**src/rtl/batcharger_pkg.sv**
```systemverilog
`default_nettype none
// ============================================================================
//  Module      : batcharger_pkg
//  Description : Shared encodings for the charger ADC sequencer: mux channel
//                codes, sequencer state codes and the default result width.
//  Revision    : 1.0 - initial release
// ============================================================================
package batcharger_pkg;

   localparam int DATA_W_DEF = 8;

   // Analog mux channel codes, also used as the arbiter grant encoding
   localparam logic [1:0] CH_V    = 2'd0;
   localparam logic [1:0] CH_I    = 2'd1;
   localparam logic [1:0] CH_T    = 2'd2;
   localparam logic [1:0] CH_NONE = 2'd3;

   // Sequencer state codes
   typedef logic [2:0] seq_state_t;
   localparam seq_state_t ST_IDLE    = 3'd0;
   localparam seq_state_t ST_SELECT  = 3'd1;
   localparam seq_state_t ST_SETTLE  = 3'd2;
   localparam seq_state_t ST_START   = 3'd3;
   localparam seq_state_t ST_CONVERT = 3'd4;

   // Next channel in the V -> I -> T -> V rotation
   function automatic logic [1:0] ch_next(input logic [1:0] ch);
      return (ch == CH_T) ? CH_V : (ch + 2'd1);
   endfunction

endpackage
`default_nettype wire

```
**src/rtl/batcharger_rr_arb3.sv**
```systemverilog
`default_nettype none
// ============================================================================
//  Module      : batcharger_rr_arb3
//  Description : Three-request round-robin arbiter. Grants the first active
//                request at or after the pointer, rotating V -> I -> T -> V.
//                Purely combinational.
//  Revision    : 1.0 - initial release
// ============================================================================
module batcharger_rr_arb3
   import batcharger_pkg::*;
(
   input  logic [2:0] req_i,
   input  logic [1:0] ptr_i,
   output logic [1:0] grant_o,
   output logic       grant_valid_o
);

   logic [1:0] w_c0;
   logic [1:0] w_c1;
   logic [1:0] w_c2;

   // A pointer of CH_NONE never occurs in practice; treat it as V for safety
   assign w_c0 = (ptr_i == CH_NONE) ? CH_V : ptr_i;
   assign w_c1 = ch_next(w_c0);
   assign w_c2 = ch_next(w_c1);

   // Priority scan over the rotated candidate order
   always_comb begin
      grant_o       = CH_NONE;
      grant_valid_o = 1'b1;
      if (req_i[w_c0]) begin
         grant_o = w_c0;
      end else if (req_i[w_c1]) begin
         grant_o = w_c1;
      end else if (req_i[w_c2]) begin
         grant_o = w_c2;
      end else begin
         grant_valid_o = 1'b0;
      end
   end

endmodule
`default_nettype wire

```
**src/rtl/batcharger_adc_sequencer.sv**
```systemverilog
`default_nettype none
// ============================================================================
//  Module      : batcharger_adc_sequencer
//  Description : Time-shares the charger ADC between the voltage, current and
//                temperature monitors. Round-robin grant, mux settling delay,
//                start pulse, result capture with valid flags and a sticky
//                conversion timeout flag.
//  Revision    : 1.0 - initial release
// ============================================================================
module batcharger_adc_sequencer
   import batcharger_pkg::*;
#(
   parameter int DATA_W      = DATA_W_DEF,
   parameter int SETTLE_CYC  = 4,    // 1..255
   parameter int TIMEOUT_CYC = 64    // 2..255
) (
   input  logic              clk,
   input  logic              rstz,
   input  logic              en,
   input  logic              vmonen,
   input  logic              imonen,
   input  logic              tmonen,
   input  logic              adc_eoc,
   input  logic [DATA_W-1:0] adc_data,
   output logic [1:0]        adc_sel,
   output logic              adc_start,
   output logic [DATA_W-1:0] vbat,
   output logic [DATA_W-1:0] ibat,
   output logic [DATA_W-1:0] tbat,
   output logic              vtok,
   output logic              busy,
   output logic              err_timeout
);

   localparam logic [7:0] c_SETTLE  = 8'(SETTLE_CYC);
   // The counter is cleared in START and counts CONVERT cycles from zero, so
   // the abort decision on this value makes err_timeout visible exactly
   // TIMEOUT_CYC cycles after the adc_start pulse.
   localparam logic [7:0] c_TO_LAST = 8'(TIMEOUT_CYC - 2);

   seq_state_t        state_q, state_d;
   logic [1:0]        sel_q, sel_d;
   logic              start_q, start_d;
   logic [7:0]        cnt_q, cnt_d;
   logic [1:0]        ptr_q, ptr_d;
   logic [2:0]        ok_q, ok_d;       // [0]=V, [1]=I, [2]=T
   logic              err_q, err_d;
   logic [DATA_W-1:0] vbat_q, vbat_d;
   logic [DATA_W-1:0] ibat_q, ibat_d;
   logic [DATA_W-1:0] tbat_q, tbat_d;

   logic [2:0]        w_req;
   logic [1:0]        w_grant;
   logic              w_grant_valid;

   assign w_req = {tmonen, imonen, vmonen};

   batcharger_rr_arb3 u_arb (
      .req_i         (w_req),
      .ptr_i         (ptr_q),
      .grant_o       (w_grant),
      .grant_valid_o (w_grant_valid)
   );

   // Next-state logic for the sequencer, capture registers and flags
   always_comb begin
      state_d = state_q;
      sel_d   = sel_q;
      start_d = 1'b0;
      cnt_d   = cnt_q;
      ptr_d   = ptr_q;
      ok_d    = ok_q & w_req;   // a flag drops the cycle after its enable falls
      err_d   = err_q;
      vbat_d  = vbat_q;
      ibat_d  = ibat_q;
      tbat_d  = tbat_q;

      if (!en) begin
         // Block disable aborts everything; results and pointer survive
         state_d = ST_IDLE;
         sel_d   = CH_NONE;
         ok_d    = 3'b000;
      end else begin
         case (state_q)
            ST_IDLE: begin
               if (|w_req) begin
                  state_d = ST_SELECT;
               end
            end
            ST_SELECT: begin
               if (w_grant_valid) begin
                  sel_d   = w_grant;
                  cnt_d   = c_SETTLE;
                  state_d = ST_SETTLE;
               end else begin
                  sel_d   = CH_NONE;
                  state_d = ST_IDLE;
               end
            end
            ST_SETTLE: begin
               if (cnt_q <= 8'd1) begin
                  start_d = 1'b1;
                  state_d = ST_START;
               end else begin
                  cnt_d = cnt_q - 8'd1;
               end
            end
            ST_START: begin
               cnt_d   = 8'd0;
               state_d = ST_CONVERT;
            end
            ST_CONVERT: begin
               // eoc takes precedence over a coincident timeout
               if (adc_eoc) begin
                  case (sel_q)
                     CH_V: if (vmonen) begin vbat_d = adc_data; ok_d[0] = 1'b1; end
                     CH_I: if (imonen) begin ibat_d = adc_data; ok_d[1] = 1'b1; end
                     CH_T: if (tmonen) begin tbat_d = adc_data; ok_d[2] = 1'b1; end
                     default: ;
                  endcase
                  ptr_d   = ch_next(sel_q);
                  state_d = ST_SELECT;
               end else if (cnt_q == c_TO_LAST) begin
                  err_d   = 1'b1;
                  ptr_d   = ch_next(sel_q);
                  state_d = ST_SELECT;
               end else begin
                  cnt_d = cnt_q + 8'd1;
               end
            end
            default: begin
               state_d = ST_IDLE;
               sel_d   = CH_NONE;
            end
         endcase
      end
   end

   // State and datapath registers with asynchronous reset
   always_ff @(posedge clk or posedge rstz) begin
      if (rstz) begin
         state_q <= ST_IDLE;
         sel_q   <= CH_NONE;
         start_q <= 1'b0;
         cnt_q   <= 8'd0;
         ptr_q   <= CH_V;
         ok_q    <= 3'b000;
         err_q   <= 1'b0;
         vbat_q  <= '0;
         ibat_q  <= '0;
         tbat_q  <= '0;
      end else begin
         state_q <= state_d;
         sel_q   <= sel_d;
         start_q <= start_d;
         cnt_q   <= cnt_d;
         ptr_q   <= ptr_d;
         ok_q    <= ok_d;
         err_q   <= err_d;
         vbat_q  <= vbat_d;
         ibat_q  <= ibat_d;
         tbat_q  <= tbat_d;
      end
   end

   assign adc_sel     = sel_q;
   assign adc_start   = start_q;
   assign vbat        = vbat_q;
   assign ibat        = ibat_q;
   assign tbat        = tbat_q;
   assign vtok        = ok_q[0] & ok_q[2];
   assign busy        = (state_q != ST_IDLE);
   assign err_timeout = err_q;

endmodule
`default_nettype wire
```
**config.mk**
```make
export PLATFORM = sky130hd
export DESIGN_NAME = batcharger_adc_sequencer
export DESIGN_NICKNAME = d
export VERILOG_FILES = /design/src/rtl/batcharger_pkg.sv /design/src/rtl/batcharger_rr_arb3.sv /design/src/rtl/batcharger_adc_sequencer.sv
export SDC_FILE = /design/constraint.sdc
export NUM_CORES = 1
export LEC_CHECK = 0
export ABC_AREA = 1
export CAP_MARGIN = 20
export CORE_MARGIN = 2
export CORE_UTILIZATION = 53
export DETAILED_ROUTE_END_ITERATION = 8
export PLACE_DENSITY_LB_ADDON = 0.25
export REMOVE_ABC_BUFFERS = 1
export SYNTH_ARGS = -nofsm -noshare
export SYNTH_HDL_FRONTEND = slang
export SYNTH_HIERARCHICAL = 1
export SYNTH_SLANG_ARGS = --single-unit
```
**constraint.sdc**
```tcl
create_clock -name clk -period 2.4 [get_ports clk]
set_clock_uncertainty 0.15 [all_clocks]
set_input_delay 0.6 -clock clk [delete_from_list [all_inputs] [get_ports clk]]
set_output_delay 0.6 -clock clk [all_outputs]
set_load 0.01 [all_outputs]
```
After elaboration in Yosys (flattened, before gate mapping)

Cells that the tools add are included.

Mux-type cells: 45
Equality and inequality tests: 18
Add/sub/neg operators: 5
$lt $le $gt $ge: 4
Bitwise operators: 3
Reduce and logical (&&, ||, !) cells: 14

Operators by type and width:

| operator              | count |
|---|---|
| $mux W8               | 4 |
| $pmux W8 S4           | 1 |
| $mux W2               | 12 |
| $mux W3               | 8 |
| $mux W1               | 15 |
| $pmux W3 S5           | 1 |
| $reduce_and A5 Y1     | 3 |
| $lt A2 B3 Y1 const B  | 3 |
| $add A8 B1 Y8 const B | 1 |
| $eq A2 B2 Y1 const B  | 4 |
| $eq A8 B6 Y1 const B  | 1 |
| $le A8 B1 Y1 const B  | 1 |
| $ne A2 B2 Y1 const B  | 4 |
| $sub A8 B1 Y8 const B | 1 |
| $add A2 B1 Y2 const B | 3 |
| $bmux W1 S2           | 3 |
| $eq A3 B2 Y1 const B  | 2 |
| $ne A3 B3 Y1 const B  | 2 |
| $reduce_and A3 Y1     | 2 |
| $reduce_and A6 Y1     | 1 |
| $ne A4 B4 Y1 const B  | 1 |
| $pmux W2 S2           | 1 |
| $reduce_and A4 Y1     | 1 |
| $reduce_bool A4 Y1    | 1 |
| other kinds (13)      | 13 |

Bits of input ports: 15
Word-level logic and storage cells: 99
Bits in registers: 44
Output and inout bits: 30

Logic depth before layout (Yosys ltp)

Depth in word-level cells: 14
Mapped depth: 14
Gate-level depth less buffers: 14

Modules after synthesis

The synthesis kept the hierarchy.

Modules (own cells, without submodules):

| module                   | instances | cells an instance | area an instance (um2) | sequential area each (um2) |
|---|---|---|---|---|
| batcharger_adc_sequencer | 1         | 285               | 2,372.3                | 1,078.5 |
| batcharger_rr_arb3       | 1         | 44                | 234.0                  | 0.0 |

Worst setup path after synthesis

No wires, ideal clock.

Kind: register to register
Start: register ptr_q[0]
End: register cnt_q[0]
Clock period less this slack: 1.900 ns
Required time: 2.185 ns
Path buffers: 0
Arrival: 1.686 ns
Setup time: 0.065 ns
Stages on the path, launching flop included: 14
Setup slack: 0.500 ns
Path through: dfrtp_1 -> inv_1 -> ha_1 -> nand2_1 -> nand3_2 -> nand2_2 -> inv_1 -> nand2_2 -> inv_1 -> nand2_1 -> nand3_2 -> nor2_4 -> nand2_1 -> nand2_1

Longest elaborated chain between the ends: 13
Elaborated cells on any way between the ends: 19
Classes of those cells: add/sub (2); eq/ne (4); mux (12); reduce/logical (1)

RTL lines:

| element                                              | RTL line                        | text |
|---|---|---|
| start: declaration                                   | batcharger_adc_sequencer.sv:45  | `logic [1:0] ptr_q, ptr_d;` |
| start signal: assignment                             | batcharger_adc_sequencer.sv:157 | `ptr_q <= ptr_d;` |
| $eq A2 B2 Y1                                         | batcharger_rr_arb3.sv:23        | `assign w_c0 = (ptr_i == CH_NONE) ? CH_V : ptr_i;` |
| $mux W2 (*)                                          | batcharger_rr_arb3.sv:23        |  |
| $add A2 B1 Y2 / $eq A2 B2 Y1 (equally long branches) | batcharger_pkg.sv:28            | `return (ch == CH_T) ? CH_V : (ch + 2'd1);` |
| $mux W2                                              | batcharger_pkg.sv:28            |  |
| $add A2 B1 Y2 / $eq A2 B2 Y1 (equally long branches) | batcharger_pkg.sv:28            |  |
| $mux W2                                              | batcharger_pkg.sv:28            |  |
| $bmux W1 S2                                          | batcharger_rr_arb3.sv:35        | `end else if (req_i[w_c2]) begin` |
| $mux W1 (not written as such)                        | batcharger_rr_arb3.sv:35        |  |
| $mux W1                                              | batcharger_rr_arb3.sv:35        |  |
| $mux W1                                              | batcharger_rr_arb3.sv:33        | `end else if (req_i[w_c1]) begin` |
| $mux W1 (*)                                          | batcharger_rr_arb3.sv:31        | `if (req_i[w_c0]) begin` |
| named net w_grant_valid                              | batcharger_adc_sequencer.sv:54  | `logic w_grant_valid;` |
| $ne A2 B1 Y1 (no line) (*)                           | --                              |  |
| $reduce_and A6 Y1 (no line) (*)                      | --                              |  |
| end signal: assignment                               | batcharger_adc_sequencer.sv:156 | `cnt_q <= cnt_d;` |
| end: declaration                                     | batcharger_adc_sequencer.sv:44  | `logic [7:0] cnt_q, cnt_d;` |

The timed path passes the listed nets; every way through them passes the cells marked *. The select of a mux whose other input is x is not followed.
A chain may end at the register's enable or synchronous reset.

Worst setup path in the final report

Start: register ptr_q[0]
End: register cnt_q[4]

The elaborated chain is that of the path after synthesis.

==> qor.yml <==
outcome: "complete, no violations"
io_buffer_count: 44
netlist_instances: 329
grt_max_degree: 29
root_buffer: "clkbuf_8"
regToRegSetupSlack_ns: 0.24
tightest_slew_ns: 0.349
power.density_mw_per_mm2: 769
start_util_pct: 55.2
die_y_um: 74.1
routed_wl_mm: 5.44
grt_pass1_wl_mm: 9.78
ir_worst_vdd_mv: 0.376
grt_overflow: 0
power.leakage_nw: 1.64
top_layer: "met4"
clkTransAtPathRegs_ns: 0.09
multi_input_area_mm2: 0.00130
cts_tree: "done"
hold_ws_ns: 0.338
r2r.worst_path.cells: 14
coreArea_mm2: 0.00472
fin_area_mm2: 0.00325
htreeDepth: 2
cts_num_sinks: 43
clock.fmax_ghz: 0.463
cts_hold_buffers: 0
max-slew-margin-rel_pct: 76.7
rr_startpoint: "ptr_q[0]"
drcViolationCount: 0
fin_crit_ns: 2.16
rr_endpoint: "cnt_q[4]"
clk_path_buf_depth: 2
place_area_mm2: 0.00315
layout_common_cells: "nand2_1 (99), clkdlybuf4s50_1 (43), inv_1 (40)"
io_pins: 45
crit_arrival_ns: 2.25
met3_wirelength_um: 308
cp_max_fo: 9
avgSynthCellArea_um2: 7.92
cp-end-kind: "flop"
ys_ff_latch: 43
fp.dieW_um: 74.1
endpoint: "cnt_q[4]"
drtAntennaViolNets: 0
fin_tns_setup_ns: 0
grt_use_total_pct: 23.2
synth_cell_types: 31
path_class: "flop to flop"
grt_pass1_vias: 2133
ys_seq_area_share_pct: 41.4
syn_area_mm2: 0.00261
nFillCells: 396
power_w: 0.00250
setup_viol: 0
dr_total_vias: 2195
die_area_mm2: 0.00549
cp.required_ns: 2.48
cp-startpoint: "ptr_q[0]"
route.met2.wl_mm: 2.56
first_pass_iters: 4
maxSlewViolCount: 0
rsz0062_at_grt: "no"
num-nets-final: 407
insertedDiodeCount: 0
clk_latency_ns: 0.29
area_growth_pct: 24.9
period_share_pct: 90.0
start_kind: "flop"
register_area_mm2: 0.00108
hpwlAfterDp_mm: 4.20
final_common_cell: "nand2_1"
drv_cap: 0
drive_above_1_share_pct: 19.0
viasPerCell: 4.86
yosys_warnings: 6
finalHoldViolations: 0
drt-met1-wl_mm: 2.55
rows: 25
antenna_found_initial: 0
hold_class: "flop to flop"
drt_iter0_drc: 102
route.detailed.wl_per_inst_um: 12.0
fin_util_pct: 68.9
gp_congestion: 0.962
cts_buffers: 5
==> critical path, stage by stage (launching register included) <==
cell,delay (ns)
dfrtp_1,0.41
inv_1,0.08
ha_1,0.39
inv_2,0.07
nand2_2,0.07
nand3_2,0.07
nand2_2,0.07
inv_1,0.05
nand2_2,0.06
inv_1,0.03
nand2_1,0.07
nand3_2,0.18
nor2_4,0.25
nand2_1,0.08
nand2_1,0.07
==> flip-flops by register name (all words and copies together) (netlist names), 2 cells and up <==
name     flops
ptr_q        2
state_q      3
ok_q         2
tbat         8
ibat         8
vbat         8
cnt_q        8
adc_sel      2
==> cells by family (layout without fill, tap and decap cells) <==
kind of cell	Yosys count	count (layout)	share of synthesized area, %
simple gates	173	173	32.2
compound gates	52	52	13.7
xor+xnor	1	1	0.336
flops	43	43	41.4
buf+inv	52	108	8.59
fa+ha+maj	8	8	3.84
==> metrics by stage <==
stage	setup WS [ns]	cells
finish	0.240	452
floorplan	0.500	323
detailed placement	-0.0472	443
CTS	0.0843	452
global placement	0.0384	443
global route	0.0207	452
==> report_power, final <==
group          leakage (nW)  internal [W]  total, W  switching (W)
Sequential            0.584      0.000836  0.000998       0.000162
Clock                0.0491      0.000214  0.000482       0.000268
Combinational          1.01      0.000401   0.00102       0.000620
Total                  1.64       0.00145   0.00250        0.00105
==> worst min path at each step <==
stage,cells past startpoint,endpoint,slack (ns),start
detailed placement,2,tbat[1],0.32,tbat[1]
finish,2,ibat[1],0.34,ibat[1]
CTS,2,ibat[4],0.34,ibat[4]
global placement,1,err_timeout,0.31,err_timeout
floorplan,2,ok_q[0],0.30,ok_q[0]
global route,2,ibat[4],0.37,ibat[4]
==> routing by layer <==
metal | vias up | global-route usage, %
li1 | 1146 | -
met1 | 996 | 30.5
met2 | 51 | 37.9
met3 | 2 | 6.78
met4 | 0 | 6.06
met5 | - | 0
==> synthesized netlist by cell type, drive strengths merged <==
cell type  count  share of area, %
o22ai          1              0.24
xnor2          1              0.34
buf            6               2.0
nand3         29               6.8
ha             8               3.8
nand3b         1              0.29
a21oi          7               1.3
dfrtp         41                39
o21ai         42                12
o21bai         1              0.29
nor2          29               5.9
nand4          2               1.6
nand2        106                16
o211ai         1              0.29
and3           1              0.24
dfstp          2               2.0
or2            1              0.24
inv           46               6.6
nor3           4              0.77
==> what timing repair did <==
item                                    4_1_cts  5_1_grt
resized for setup                             2        1
endpoints found under the setup margin        1        1
buffers inserted                              1        0
pin swaps                                     1        0
==> final cells by class <==
cell class              instances  share of cell area [%]
clock buffers                   5                    2.11
clock inverters                 3                   0.807
inverters                      46                    5.31
multi-input cells             234                    40.1
flip-flops and latches         43                    33.2
well taps                      67                    2.58
repair buffers                 54                    15.9
Note: power is estimated with default switching activity, not from simulation.
==> RTL change: new RTL, config.mk and constraints unchanged <==
Reset style: synchronous (`rstz`), changed in one clocked block. Comments in the files are not updated.
--- a/src/rtl/batcharger_adc_sequencer.sv
+++ b/src/rtl/batcharger_adc_sequencer.sv
@@ -137,7 +137,7 @@
    end
 
    // State and datapath registers with asynchronous reset
-   always_ff @(posedge clk or posedge rstz) begin
+   always_ff @(posedge clk) begin
       if (rstz) begin
          state_q <= ST_IDLE;
          sel_q   <= CH_NONE;
Behaviour: differs if rstz is asserted again (counterexample within 4 cycles, from zero or initial values and one cycle with rstz high); with rstz held inactive, the same outputs for 10 cycles.
==> RTL change against the original RTL <==
- sequential cell count unchanged
- cell count increased by 0.88%
- sequential share of layout area decreased by 4.2 points
- final area decreased by 8.8%
- critical path depth decreased by 11
- worst setup slack got worse by 0.12 ns
- worst hold slack got worse by 0.012 ns
- area after synthesis decreased by 10%
- routed wire length increased by 5.0%
- count of clock-buffer cells in the layout unchanged
- via count increased by 7.2%
Power is not compared: it rests on default switching activity, and its combinational part moved more than twofold at a synthesized area within 25%.
==> RTL change: results (changes against the original RTL) <==
| Metric | Value |
|---|---|
| Synth unique cells | `27 (-13%)` |
| Drt via density | `5.16 (+6.2%)` |
| Slew margin rel. | `0.727 (-0.0398)` |
| Sequential area share after synthesis | `0.369 (-0.0449)` |
| GR Util All Layers | `0.246 (+0.0141)` |
| HPWL after DPL | `4.31 mm (+2.6%)` |
| Vias in the first global route | `2138 (+0.23%)` |
| Post-Place Worst Slack | `-0.0510 ns (-0.00378 ns)` |
| Total number of vias | `2352 (+7.2%)` |
| Crit path DAT | `1.53 ns (-0.72 ns)` |
| First-pass GRT wire length | `9.75 mm (-0.29%)` |
| Mapped Cells | `349 (+6.1%)` |
| CTS buffer count | `5 (unchanged)` |
| Worst Path Max Fanout | `6 (-3)` |
| Synth area leaders | `dfxtp_1 37%, nor2_1 12%, nand2_1 10%` |
| Standby leakage power | `1.26 nW` |
| Status | `finished, final reports clean` |
| CTS root buffer | `clkbuf_8` |
| Worst setup margin | `0.122 ns (-0.118 ns)` |
| Hold Crit Start | `err_timeout` |
| Clock insertion delay at the later pin of the skew report | `0.30 ns` |
| # port buffers | `44 (unchanged)` |
| Worst reg2reg setup slack | `0.24 ns (about the same)` |
| Slowest-stage cell, CP | `clkdlybuf4s50_1` |
| Delay-heaviest family, CP | `buffers and inverters` |
| Hold Crit Depth | `1 (-1)` |
| Number of antenna diodes | `0 (unchanged)` |
| Initial DRC Count | `167 (+64%)` |
| Filler cells | `363 (-8.3%)` |
| Setup Fix Bufs, Post-CTS | `0 (-1)` |
| Placed insts | `448 (+1.1%)` |
| Worst r2r src | `ptr_q[0]` |
| Maximum VDD drop | `0.354 mV` |
| Nets | `426 (+4.7%)` |
| Crit Reg-Reg Endpoint | `cnt_q[5]` |
| RD Place Congestion | `0.966 (+0.33%)` |
| R2R depth | `13 (-1)` |
| Top_reg_cell synth | `dfxtp_1` |
| Post-synth top cells | `73 x nor2_1, 65 x nand2_1, 43 x dfxtp_1` |
| Crit-path max cell delay | `0.57 ns (+0.16 ns)` |
| Post-synth ARST share | `0 (-1.00)` |
| Critical Path Start | `state_q[1]` |
| Hold Path Class | `reg2reg` |
| Share of layout cells above drive strength 1 | `0.129 (-0.0609)` |
| Drt wl/cell | `12.5 µm (+4.1%)` |
| Synth Warn # | `6 (unchanged)` |
| Worst setup path endpoint | `busy` |
[RTL change: cell types whose count changed after synthesis, moves of 5 or more]
cell     before  now
o21ai_0      15   36
o21ai_2      24    0
dfxtp_1       0   43
inv_2         6   11
nor2_1       23   73
dfrtp_1      41    0
a21oi_1       7   16
nand2_1      99   65
inv_1        40   31
[RTL change: cells by family (layout without fill, tap and decap cells)]
| logic type | count (synthesis) | after routing | synth area share |
|---|---|---|---|
| compound gates | 60 | 60 | 0.137 |
| xor+xnor | 1 | 1 | 0.00375 |
| fa+ha+maj | 8 | 8 | 0.0429 |
| buf+inv | 47 | 102 | 0.0767 |
| flops | 43 | 43 | 0.369 |
| simple gates | 190 | 190 | 0.371 |
[RTL change: layer usage]
layer | up-vias | share of wire | GRT usage
met3 | 6 | 0.067 | 0.0678
li1 | 1230 | - | -
met1 | 1058 | 0.46 | 0.323
met2 | 58 | 0.46 | 0.394
met5 | - | 0 | 0
met4 | 0 | 0.011 | 0.0726
[RTL change: worst min-delay path by stage]
stage / slack [ns] / end
after global placement: 0.30 / err_timeout
after floorplan: 0.29 / ok_q[0]
after detailed placement: 0.31 / err_timeout
final: 0.33 / err_timeout
after CTS: 0.33 / err_timeout
after global routing: 0.37 / err_timeout
[RTL change: where the power goes]
group	internal, W	total, W	switching [W]
Combinational	0.0000662	0.000152	0.0000863
Sequential	0.000718	0.000728	0.00000953
Clock	0.000202	0.000455	0.000252
[RTL change: layout make-up]
class / count / area [µm²] / area share
well taps: 52 / 65.1 / 0.0219
clock inverters: 3 / 20.0 / 0.00675
flip-flops and latches: 43 / 862 / 0.290
clock buffers: 5 / 68.8 / 0.0232
inverters: 42 / 158 / 0.0531
multi-input cells: 259 / 1290 / 0.436
repair buffers: 52 / 500 / 0.169
[RTL change: worst reg2reg max path: cells and delay by family (launching register included)]
family / cells / cell delay, ns
compound gates: 1 / 0.15
fa+ha+maj: 1 / 0.38
buf+inv: 3 / 0.16
flops: 1 / 0.38
simple gates: 8 / 0.86
[RTL change: per-stage QoR]
stage	cell area (µm²)	hold slack [ns]
after floorplan	2310	0.287
after global placement	2880	0.297
after detailed placement	2880	0.307
after CTS	2970	0.330
after global routing	2970	0.368
final	2970	0.326
[RTL change: timing repair]
item | CTS | global route
endpoints found under the hold margin | 0 | 0
resized for setup | 0 | 1
setup endpoints to repair | 0 | 1
